==> config.mk <==
export PLATFORM = sky130hd
export DESIGN_NAME = uart_buf_tx
export DESIGN_NICKNAME = d
export VERILOG_FILES = /design/src/rtl/uart_pkg.sv /design/src/rtl/tx_fifo.sv /design/src/rtl/uart_buf_tx.sv
export SDC_FILE = /design/constraint.sdc
export NUM_CORES = 1
export LEC_CHECK = 0
export BUFFER_PORTS_ARGS = -buffer_cell sky130_fd_sc_hd__buf_4
export CAP_MARGIN = 0
export CORE_ASPECT_RATIO = 2
export CORE_MARGIN = 2
export CORE_UTILIZATION = 40
export CTS_CLUSTER_DIAMETER = 120
export DETAILED_ROUTE_END_ITERATION = 7
export PLACE_DENSITY_LB_ADDON = 0.08
export SYNTH_ARGS = -nofsm -noshare
export SYNTH_HDL_FRONTEND = slang
export SYNTH_HIERARCHICAL = 1
export SYNTH_SLANG_ARGS = --single-unit
==> constraint.sdc <==
create_clock -name clk -period 8.2 [get_ports clk]
set_input_delay 0.41 -clock clk [delete_from_list [all_inputs] [get_ports clk]]
set_output_delay 0.41 -clock clk [all_outputs]
set_load 0.05 [all_outputs]
==> src/rtl/uart_pkg.sv <==
// Shared types and constants for the buffered UART transmitter.
// The PARITY state exists only when UART_TX_PARITY_EN is defined.
package uart_pkg;

    localparam int DATA_W           = 8;
    localparam int BAUD_CNT_DEFAULT = 10417;

`ifdef UART_TX_PARITY_EN
    typedef enum logic [2:0] {
        ST_IDLE   = 3'd0,
        ST_START  = 3'd1,
        ST_DATA   = 3'd2,
        ST_PARITY = 3'd3,
        ST_STOP   = 3'd4
    } tx_state_t;
`else
    typedef enum logic [1:0] {
        ST_IDLE  = 2'd0,
        ST_START = 2'd1,
        ST_DATA  = 2'd2,
        ST_STOP  = 2'd3
    } tx_state_t;
`endif

endpackage

==> src/rtl/tx_fifo.sv <==
// Synchronous byte FIFO with combinational head read; DEPTH must be a power of two.
// Push while full and pop while empty are ignored.
module tx_fifo #(
    parameter int DEPTH = 4,
    parameter int WIDTH = 8
) (
    input  logic                     clk,
    input  logic                     rst,
    input  logic                     i_push,
    input  logic [WIDTH-1:0]         i_data,
    input  logic                     i_pop,
    output logic [WIDTH-1:0]         o_head,
    output logic                     o_full,
    output logic                     o_empty,
    output logic [$clog2(DEPTH):0]   o_count
);

    localparam int AW = $clog2(DEPTH);
    localparam logic [AW:0] FULL_CNT = (AW+1)'(DEPTH);

    logic [WIDTH-1:0] r_mem [DEPTH];
    logic [AW-1:0]    r_wrPtr;
    logic [AW-1:0]    r_rdPtr;
    logic [AW:0]      r_count;
    logic             w_doPush;
    logic             w_doPop;

    assign w_doPush = i_push && !o_full;
    assign w_doPop  = i_pop && !o_empty;

    // Pointers wrap naturally because DEPTH is a power of two.
    always_ff @(posedge clk) begin
        if (rst) begin
            r_wrPtr <= '0;
            r_rdPtr <= '0;
            r_count <= '0;
        end else begin
            if (w_doPush) r_wrPtr <= r_wrPtr + AW'(1);
            if (w_doPop)  r_rdPtr <= r_rdPtr + AW'(1);
            case ({w_doPush, w_doPop})
                2'b10:   r_count <= r_count + (AW+1)'(1);
                2'b01:   r_count <= r_count - (AW+1)'(1);
                default: r_count <= r_count;
            endcase
        end
    end

    always_ff @(posedge clk) begin
        if (w_doPush) r_mem[r_wrPtr] <= i_data;
    end

    assign o_head  = r_mem[r_rdPtr];
    assign o_count = r_count;
    assign o_full  = (r_count == FULL_CNT);
    assign o_empty = (r_count == '0);

endmodule

==> src/rtl/uart_buf_tx.sv <==
// Buffered UART transmitter: byte FIFO feeding an 8N1 serial framer.
// Define UART_TX_PARITY_EN to insert an even-parity bit (8E1 frame).
module uart_buf_tx
    import uart_pkg::*;
#(
    parameter int BAUD_CNT   = BAUD_CNT_DEFAULT,
    parameter int FIFO_DEPTH = 4
) (
    input  logic              clk,
    input  logic              rst,
    input  logic              valid,
    input  logic [DATA_W-1:0] data,
    output logic              ready,
    output logic              dout,
    output logic              busy
);

    localparam logic [15:0] BAUD_LAST = 16'(BAUD_CNT - 1);

    tx_state_t                   r_state;
    logic [15:0]                 r_baud;
    logic [2:0]                  r_bitIdx;
    logic [DATA_W-1:0]           r_shift;
    logic                        r_dout;
`ifdef UART_TX_PARITY_EN
    logic                        r_parity;
`endif

    logic                        w_push;
    logic                        w_pop;
    logic                        w_full;
    logic                        w_empty;
    logic [DATA_W-1:0]           w_head;
    logic [$clog2(FIFO_DEPTH):0] w_count;
    logic                        w_baudDone;

    assign w_push     = valid && ready;
    assign w_baudDone = (r_baud == BAUD_LAST);
    assign w_pop      = !w_empty && ((r_state == ST_IDLE) ||
                                     ((r_state == ST_STOP) && w_baudDone));

    tx_fifo #(
        .DEPTH (FIFO_DEPTH),
        .WIDTH (DATA_W)
    ) u_fifo (
        .clk     (clk),
        .rst     (rst),
        .i_push  (w_push),
        .i_data  (data),
        .i_pop   (w_pop),
        .o_head  (w_head),
        .o_full  (w_full),
        .o_empty (w_empty),
        .o_count (w_count)
    );

    always_ff @(posedge clk) begin
        if (rst) begin
            r_state  <= ST_IDLE;
            r_baud   <= '0;
            r_bitIdx <= '0;
            r_shift  <= '0;
`ifdef UART_TX_PARITY_EN
            r_parity <= 1'b0;
`endif
        end else begin
            case (r_state)
                ST_IDLE: begin
                    r_baud <= '0;
                    if (w_pop) begin
                        r_shift <= w_head;
`ifdef UART_TX_PARITY_EN
                        r_parity <= ^w_head;
`endif
                        r_state <= ST_START;
                    end
                end
                ST_START: begin
                    if (w_baudDone) begin
                        r_baud  <= '0;
                        r_state <= ST_DATA;
                    end else begin
                        r_baud <= r_baud + 16'd1;
                    end
                end
                ST_DATA: begin
                    if (w_baudDone) begin
                        r_baud   <= '0;
                        r_shift  <= r_shift >> 1;
                        r_bitIdx <= r_bitIdx + 3'd1;
                        if (r_bitIdx == 3'd7) begin
`ifdef UART_TX_PARITY_EN
                            r_state <= ST_PARITY;
`else
                            r_state <= ST_STOP;
`endif
                        end
                    end else begin
                        r_baud <= r_baud + 16'd1;
                    end
                end
`ifdef UART_TX_PARITY_EN
                ST_PARITY: begin
                    if (w_baudDone) begin
                        r_baud  <= '0;
                        r_state <= ST_STOP;
                    end else begin
                        r_baud <= r_baud + 16'd1;
                    end
                end
`endif
                ST_STOP: begin
                    if (w_baudDone) begin
                        r_baud <= '0;
                        // Back-to-back frames: reload straight into START.
                        if (w_pop) begin
                            r_shift <= w_head;
`ifdef UART_TX_PARITY_EN
                            r_parity <= ^w_head;
`endif
                            r_state <= ST_START;
                        end else begin
                            r_state <= ST_IDLE;
                        end
                    end else begin
                        r_baud <= r_baud + 16'd1;
                    end
                end
                default: r_state <= ST_IDLE;
            endcase
        end
    end

    // Line level is registered from the state, so it trails the FSM by one clock.
    always_ff @(posedge clk) begin
        if (rst) begin
            r_dout <= 1'b1;
        end else begin
            case (r_state)
                ST_START:  r_dout <= 1'b0;
                ST_DATA:   r_dout <= r_shift[0];
`ifdef UART_TX_PARITY_EN
                ST_PARITY: r_dout <= r_parity;
`endif
                default:   r_dout <= 1'b1;
            endcase
        end
    end

    assign dout  = r_dout;
    assign ready = !w_full;
    assign busy  = (r_state != ST_IDLE) || (w_count != '0);

endmodule

==> results of run 1 <==
[registers in the layout (all words and copies together), names as in the netlist, named ones only]
| name | flops |
|---|---|
| r_shift | 8 |
| u_fifo/r_rdPtr | 2 |
| u_fifo/o_count | 3 |
| u_fifo/r_wrPtr | 2 |
| r_bitIdx | 3 |
| r_baud | 16 |
| u_fifo/r_mem | 32 |
| r_state | 2 |
| dout | 1 |
[kinds of logic after synthesis]
group                    Yosys count  share of synthesized area
buffers and inverters             29                     0.0357
AND/OR/NAND/NOR                   82                      0.150
multiplexers                      19                     0.0925
AO/OA/AOI/OAI                     33                     0.0576
adder cells (fa/ha/maj)           15                     0.0619
XOR/XNOR                          18                     0.0500
flip-flops                        71                      0.553
[critical path: cells and delay by family (launching register included)]
kind / cells / cell delay (ns)
flip-flops: 1 / 0.33
buffers and inverters: 3 / 0.18
AO/OA/AOI/OAI: 3 / 0.38
XOR/XNOR: 1 / 0.16
adder cells (fa/ha/maj): 3 / 0.66
AND/OR/NAND/NOR: 4 / 1.37
[area by class of cell]
type                    instances  share of cell area
repair buffers                 13              0.0267
flip-flops and latches         71               0.477
inverters                      18              0.0185
clock buffers                  11              0.0637
multi-input cells             167               0.355
clock inverters                 5              0.0271
well taps                      94              0.0322
[layer usage]
metal	GRT usage	routed length (um)	vias up
met2	0.280	3280	22
met4	0.0936	131	0
met1	0.159	2250	921
li1	-	-	968
met5	0	0	-
met3	0.0365	123	8
[stage by stage]
stage | std cells | area, um2
4_1_cts | 379 | 3650
6_report | 379 | 3650
2_1_floorplan | 267 | 3150
5_1_grt | 379 | 3650
3_5_place_dp | 363 | 3320
3_3_place_gp | 363 | 3320
[power by group through the flow]
stage               clock [mW]  sequential (mW)  combinational (mW)
finish                   0.429            0.477               0.332
global route             0.455            0.486               0.376
CTS                      0.442            0.479               0.341
detailed placement           0            0.486               0.340
global placement             0            0.486               0.339
floorplan                    0            0.468               0.276
[worst max-delay path by stage]
stage	start	endpoint	cells past startpoint
after floorplan	r_baud[0]$_SDFF_PP0_	u_fifo/o_count[2]$_SDFFE_PP0P_	14
after global placement	r_baud[0]$_SDFF_PP0_	u_fifo/o_count[2]$_SDFFE_PP0P_	14
after detailed placement	r_baud[0]$_SDFF_PP0_	u_fifo/o_count[2]$_SDFFE_PP0P_	14
after CTS	r_baud[0]$_SDFF_PP0_	u_fifo/o_count[2]$_SDFFE_PP0P_	14
after global routing	r_baud[0]$_SDFF_PP0_	u_fifo/o_count[2]$_SDFFE_PP0P_	14
final	r_baud[0]$_SDFF_PP0_	u_fifo/o_count[2]$_SDFFE_PP0P_	14
[synthesized netlist by cell type (4+ instances only)]
library cell	count
or3_1	5
dfxtp_1	39
mux2i_1	10
or3_2	6
nand4_1	4
a21oi_1	17
nand2_1	7
and2_1	4
xor2_1	14
clkbuf_1	5
nor2_1	27
xnor2_1	4
o21ai_0	12
edfxtp_1	32
ha_1	14
mux4_2	8
inv_1	18
nand3_1	9
==> metrics.txt, run 1 <==
CTS buffer count=9; Clock Latency Late Sink=0.33 ns; CP max FO=8; number of remaining DRC errors=0; Worst Reg-to-Reg Cells=14; core area=7600 um2; Max Cap Viol=0; PD cells=339 nW/um2; final cycle utilization of the critical path=0.385; final setup fails=0; Max clock buf depth=2; root buffer cell=clkbuf_16; die area=8650 um2; CP endpoint kind=flip-flop; ranking of synthesized cells by area=edfxtp_1, dfxtp_1, mux4_2; area share of the leading cell type in the synthesized netlist=0.305; Req. time, crit path=8.46 ns; Synthesized Nets=293; Hold Fails Final Rpt=0; Min-Delay Endpoint=u_fifo/r_mem[2][4]$_DFFE_PP_; CP Data Arrival Time=3.42 ns; num ports=14; dominant synthesized flop cell=dfxtp_1; Setup CP Type=flip-flop to flip-flop; post-synthesis sequential area ratio=0.553; DR vias/cell=5.06; commonest non-fill, non-tap cell in the layout=dfxtp_1; register share of total power=0.385; initial antenna violation count=0; post-synth cell types=41; final worst slack=5.04 ns; dpl ws=5.03 ns; clock share of power=0.347; worst hold path depth=1; Multi-input gate area=1300 um2; Peak VDD IR=127 uV; RSZ-0062 raised after global routing=no; critical path's most frequent cell=inv_1; register area=1740 um2; layout cells sized above 1=0.175; switching portion of total power=0.294; final-stage net count=306; post-synthesis cell area=3150 um2; Clock Pin Slew Worst Setup and Hold Paths=0.05 ns; Layout Skew=0.00810 ns; syn_area_per_cell=11.8 um2; PostCTS Resize Cnt=0; input/output buffers=13; Tot Pwr=1.24 mW; worst reg2reg path endpoint=u_fifo/o_count[2]$_SDFFE_PP0P_; sw power=0.364 mW; Routed Antenna Nets=0; Die Ht=130 um; FFs w/ async S/R, synth=0; CTS tree=yes; fin crit period=3.16 ns; Slew Viols, Final=0; first-iteration detailed-routing DRC count=92; drt wl/cell=15.3 um; vias in the first global route=2029; setup bufs post-CTS=0; min-delay src=data[4]; leakage power=1.28 nW; Vias=1919; first-pass GRT wire length=9690 um; routability cong.=0.720; Initial Util=0.415; Yosys warnings=6; Total Routing Usage GR=0.156; Antenna Cells=0; Worst-Margin Slew=0.775 ns; largest net degree at the start of global routing=25; Post-CTS Hold Fix Bufs=0; combinational power share=0.268; DPL Wire Length=4000 um; FF+latch count, synth=71; largest area contributor in the netlist=edfxtp_1; crit-path cells=inv_1 -> ha_1 -> or4bb_1 -> nor4_4 -> a21oi_1 -> nor2_1 -> o31ai_2 -> inv_1 -> ha_1 -> inv_1 -> fa_1 -> xor2_1 -> or3_1 -> a21oi_1; Fin Setup TNS=0 ns; fin util=0.481; TritonCTS sink count=71; Pint=0.874 mW; commonest cells after routing, fill and taps aside=dfxtp_1, edfxtp_1, nor2_1, inv_1, a21oi_1; 1st-pass router iterations=4; WHS=0.278 ns; worst hold path type=primary input to flip-flop; cells after synthesis=267; H-tree depth=3; # rows=45; status=completed; R2R Setup Slk=5.04 ns; critical path's largest stage delay=0.52 ns; area delta synth->final=15.9%; Crit-path slowest cell=or4bb_1; Max transition margin=0.483; R2R Path Start=r_baud[0]$_SDFF_PP0_; Max Clk Rate=0.317 GHz; number of synthesized flops with an enable pin=32; global route total overflow=0; # fillers=706; Die W=66.8 um; CP startpoint kind=flip-flop; Routed WL=5790 um
Power figures use the tool's default switching activity.
==> run 2: changes to the inputs <==
==> constraint.sdc (replaced) <==
create_clock -name clk -period 2.62 [get_ports clk]
set_input_delay 0.131 -clock clk [delete_from_list [all_inputs] [get_ports clk]]
set_output_delay 0.131 -clock clk [all_outputs]
set_load 0.05 [all_outputs]
==> run 2 against run 1 <==
  * Maximum frequency grew 12%
  * Global-route usage is 0.56 points higher
  * Flip-flop and latch count did not move
  * Final area grew 7.2%
  * The flow now finishes with violations (setup timing)
  * Highest routed layer unchanged
  * Sequential share of layout area fell by 3.1 points
==> metrics.txt, run 2 (same netlist as run 1, synthesis figures left out) <==
Initial Util=0.415; R2R Setup Slk=-0.21 ns; leakage power=1.43 nW; register area=1740 um2; global route total overflow=0; Post-DP Area=3490 um2; CTS tree=yes; routability cong.=0.708; Final Non-Filler Cells=411; WHS=0.0126 ns; Final Cell Area=3920 um2; Worst-Margin Slew=0.571 ns; vias in the first global route=2101; Routed WL=6170 um; Multi-input gate area=1330 um2; Die W=66.8 um; Layout Skew=0.00594 ns; Inst Count DP=385; # rows=45; die area=8650 um2; Hold Fails Final Rpt=0; Die Ht=130 um; first-pass GRT wire length=10000 um; H-tree depth=3; input/output buffers=13; Setup CP Type=flip-flop to flip-flop; TritonCTS sink count=71; commonest cells after routing, fill and taps aside=buf_4, dfxtp_1, edfxtp_1, nor2_1, a21oi_1; PD cells=1010 nW/um2; dpl ws=-0.263 ns; DR vias/cell=5.04; fin crit period=2.83 ns; num ports=14; layout cells sized above 1=0.278; initial antenna violation count=0; 1st-pass router iterations=4; final setup fails=2; Clock Pin Slew Worst Setup and Hold Paths=0.05 ns; Routed Antenna Nets=0; Peak VDD IR=444 uV; Antenna Cells=0; CP max FO=2; final cycle utilization of the critical path=1.08; CP endpoint kind=flip-flop; Req. time, crit path=2.88 ns; Max Clk Rate=0.353 GHz; # fillers=731; Vias=2071; Clock Latency Late Sink=0.33 ns; Total Routing Usage GR=0.162; violated checks=setup timing; Tot Pwr=3.96 mW; final-stage net count=338; final worst slack=-0.210 ns; root buffer cell=clkbuf_16; worst hold path type=primary input to flip-flop; CTS buffer count=9; status=finished with violations; Max Cap Viol=0; area delta synth->final=24.3%; core area=7600 um2; drt wl/cell=15.0 um; Max clock buf depth=2; Max transition margin=0.618; RSZ-0062 raised after global routing=yes; commonest non-fill, non-tap cell in the layout=buf_4; max reg flops=32; CP Data Arrival Time=3.09 ns; CP startpoint kind=flip-flop; Regs by FF count=u_fifo/r_mem: 32 flops, r_baud: 16 flops, r_shift: 8 flops; Slew Viols, Final=0; number of remaining DRC errors=0; DPL Wire Length=4440 um; largest net degree at the start of global routing=25; Largest Register=u_fifo/r_mem; first-iteration detailed-routing DRC count=89
[run 2: area by class of cell]
| type | count | area share |
|---|---|---|
| sequential | 71 | 0.445 |
| multi-input combinational | 167 | 0.339 |
| timing repair buffer | 45 | 0.0901 |
| clock buffer | 11 | 0.0594 |
| tap | 94 | 0.0300 |
| clock inverter | 5 | 0.0188 |
| inverter | 18 | 0.0173 |
[run 2: metal layers]
metal  part of all wire  GRT usage  vias to the layer above
met4              0.012     0.0792                        0
met2               0.59      0.308                       14
li1                   -          -                     1033
met5                  0          0                        -
met1               0.38      0.153                     1020
met3              0.017     0.0417                        4
[run 2: metrics by stage]
step | TNS (ns) | utilization
2_1_floorplan | -0.353 | -
3_3_place_gp | -0.189 | 0.459
3_5_place_dp | -0.329 | 0.459
4_1_cts | -0.310 | 0.510
5_1_grt | -0.546 | 0.515
6_report | -0.291 | 0.515
[run 2: where the power goes]
group / switching, mW / leakage [nW] / total (mW) / internal, mW
combinational: 0.633 / 0.668 / 1.22 / 0.583
sequential: 0.138 / 0.611 / 1.49 / 1.35
clock: 0.427 / 0.151 / 1.25 / 0.827
[run 2: worst paths after layout]
kind / start / end / cells after the start
setup / recovery: r_baud[0]$_SDFF_PP0_ / u_fifo/o_count[2]$_SDFFE_PP0P_ / 14
hold / removal: data[1] / u_fifo/r_mem[2][1]$_DFFE_PP_ / 1
setup reg to reg: r_baud[0]$_SDFF_PP0_ / u_fifo/o_count[2]$_SDFFE_PP0P_ / 14
hold reg to reg: r_bitIdx[2]$_SDFFE_PP0P_ / r_bitIdx[2]$_SDFFE_PP0P_ / 2
[run 2: repair_timing]
action | in CTS | in global routing
resized for setup | 2 | 11
pin swaps | 0 | 2
endpoints found under the hold margin | 21 | 0
cloned | 0 | 0
buffers inserted | 2 | 2
endpoints found under the setup margin | 2 | 2
hold buffers | 6 | 0
[run 2: worst max-delay path, stage by stage (launching register included)]
cell and delay, ns:
dfxtp_2 0.32, inv_2 0.06, ha_4 0.12, or4bb_4 0.54, nor4_4 0.20, a21oi_2 0.09
nor2_2 0.14, o31ai_2 0.09, inv_1 0.07, ha_2 0.17, inv_2 0.04, fa_2 0.33
xor2_1 0.15, or3_1 0.30, a21oi_1 0.14
==> run 3: changes to the inputs <==
--- a/config.mk
+++ b/config.mk
@@ -5,6 +5,7 @@
 export SDC_FILE = /design/constraint.sdc
 export NUM_CORES = 1
 export LEC_CHECK = 0
+export ABC_CLOCK_PERIOD_IN_PS = 2620
 export BUFFER_PORTS_ARGS = -buffer_cell sky130_fd_sc_hd__buf_4
 export CAP_MARGIN = 0
 export CORE_ASPECT_RATIO = 2
@@ -13,6 +14,7 @@
 export CTS_CLUSTER_DIAMETER = 120
 export DETAILED_ROUTE_END_ITERATION = 7
 export PLACE_DENSITY_LB_ADDON = 0.08
+export RECOVER_POWER = 25
 export SYNTH_ARGS = -nofsm -noshare
 export SYNTH_HDL_FRONTEND = slang
 export SYNTH_HIERARCHICAL = 1
==> run 3 against run 2 <==
  * The flow still finishes with violations (setup timing)
  * Global-route usage did not move
  * Clock power barely moved
  * Setup slack barely moved
  * Cell count did not move
  * Clock-buffer cell count did not move
  * Via count rose by 0.19%
  * Critical path depth did not move
  * Wire length fell by 0.28%
  * Die area did not move
  * Core utilization fell by 0.35 points
  * Critical endpoint unchanged
==> metrics.txt, run 3 (same netlist as run 1, synthesis figures left out) <==
Layout Skew=0.00640 ns; Worst-Margin Slew=0.570 ns; initial antenna violation count=0; number of remaining DRC errors=0; crit-path cells=inv_2 -> ha_4 -> or4bb_4 -> nor4_4 -> a21oi_2 -> nor2_2 -> o31ai_2 -> inv_1 -> ha_2 -> inv_2 -> fa_2 -> xor2_1 -> or3_1 -> a21oi_1; Post-DP Area=3490 um2; area delta synth->final=23.4%; largest net degree at the start of global routing=25; vias in the first global route=2101; num ports=14; CTS tree=yes; worst hold path type=primary input to flip-flop; Pint=2.76 mW; # rows=45; Final Cell Area=3890 um2; drt wl/cell=15.0 um; first-pass GRT wire length=10000 um; Initial Util=0.415; Antenna Cells=0; CP startpoint=r_baud[0]$_SDFF_PP0_; fin util=0.512; commonest cells after routing, fill and taps aside=dfxtp_1, buf_4, edfxtp_1, nor2_1, a21oi_1; routability cong.=0.708; 1st-pass router iterations=4; Clock Latency Late Sink=0.33 ns; fin crit period=2.83 ns; Max Clk Rate=0.353 GHz; Slew Viols, Final=0; DR vias/cell=5.05; max reg flops=32; Max Cap Viol=0; CP startpoint kind=flip-flop; RSZ-0062 raised after global routing=yes; Die W=66.8 um; Setup CP Type=flip-flop to flip-flop; dpl ws=-0.263 ns; register share of total power=0.376; Final Non-Filler Cells=411; Fin Setup TNS=-0.291 ns; sw power=1.20 mW; final cycle utilization of the critical path=1.08; CP max FO=2; Regs by FF count=u_fifo/r_mem: 32 flops, r_baud: 16 flops, r_shift: 8 flops; DPL Wire Length=4440 um; Worst Reg-to-Reg Cells=14; final worst slack=-0.210 ns; CTS buffer count=9; input/output buffers=13; Peak VDD IR=444 uV; Hold Fails Final Rpt=0; Clock Pin Slew Worst Setup and Hold Paths=0.05 ns; critical path's most frequent cell=inv_2; Total Routing Usage GR=0.162; Largest Register=u_fifo/r_mem; layout cells sized above 1=0.256; worst reg2reg path endpoint=u_fifo/o_count[2]$_SDFFE_PP0P_; R2R Setup Slk=-0.21 ns; violated checks=setup timing; PD cells=1020 nW/um2; core area=7600 um2; first-iteration detailed-routing DRC count=87; Vias=2075; critical path's largest stage delay=0.54 ns; R2R Path Start=r_baud[0]$_SDFF_PP0_; Crit-path slowest cell=or4bb_4; root buffer cell=clkbuf_16; CP Data Arrival Time=3.09 ns; leakage power=1.40 nW; clock share of power=0.317; final-stage net count=338; die area=8650 um2; crit path to=u_fifo/o_count[2]$_SDFFE_PP0P_; # fillers=738; status=finished with violations; commonest non-fill, non-tap cell in the layout=dfxtp_1; Max clock buf depth=2; combinational power share=0.306; Die Ht=130 um; WHS=0.0981 ns; Tot Pwr=3.95 mW; Inst Count DP=385; H-tree depth=3; Req. time, crit path=2.88 ns; CP endpoint kind=flip-flop; TritonCTS sink count=71; switching portion of total power=0.303; global route total overflow=0; Max transition margin=0.619; final setup fails=2; Routed WL=6160 um; Routed Antenna Nets=0
run 3: worst min-delay path by stage:
stage            start                           end  slack [ns]  cells after the start
2_1_floorplan      rst      r_bitIdx[2]$_SDFFE_PP0P_        0.20                      1
3_3_place_gp   data[4]  u_fifo/r_mem[2][4]$_DFFE_PP_        0.33                      1
3_5_place_dp   data[4]  u_fifo/r_mem[3][4]$_DFFE_PP_        0.34                      1
4_1_cts        data[1]  u_fifo/r_mem[2][1]$_DFFE_PP_       0.001                      1
5_1_grt        data[1]  u_fifo/r_mem[2][1]$_DFFE_PP_         0.1                      1
6_report       data[1]  u_fifo/r_mem[2][1]$_DFFE_PP_         0.1                      1
run 3: layout make-up:
class                   count  area (um2)  share of cell area
well taps                  94         118              0.0302
flip-flops and latches     71        1740               0.448
clock inverters             5        73.8              0.0190
clock buffers              11         233              0.0598
repair buffers             45         327              0.0839
inverters                  18        67.6              0.0174
multi-input cells         167        1330               0.341
run 3: routing by layer:
| metal | global-route usage | vias up | routed length [um] |
|---|---|---|---|
| li1 | - | 1034 | - |
| met1 | 0.153 | 1023 | 2340 |
| met2 | 0.308 | 14 | 3620 |
| met3 | 0.0417 | 4 | 122 |
| met4 | 0.0792 | 0 | 71 |
| met5 | 0 | - | 0 |
run 3: timing repair:
item / CTS / global route
hold buffers: 6 / 0
buffers inserted: 2 / 2
pin swaps: 0 / 2
hold endpoints to repair: 21 / 0
setup endpoints to repair: 2 / 2
resized for setup: 2 / 11
run 3: power groups by stage:
stage	combinational, mW	clock [mW]	sequential, mW
after global routing	1.35	1.33	1.52
final	1.21	1.25	1.49
after floorplan	0.863	0	1.47
after CTS	1.18	1.29	1.49
after global placement	1.14	0	1.51
after detailed placement	1.14	0	1.52
run 3: critical path, delay by kind of cell, from the launching register on:
| kind | cells | cell delay [ns] |
|---|---|---|
| and+or+nand+nor | 4 | 1.18 |
| adders and majority gates | 3 | 0.62 |
| DFF | 1 | 0.32 |
| AOI/OAI and AO/OA | 3 | 0.32 |
| buffers and inverters | 3 | 0.17 |
| xor gates and xnor gates | 1 | 0.15 |
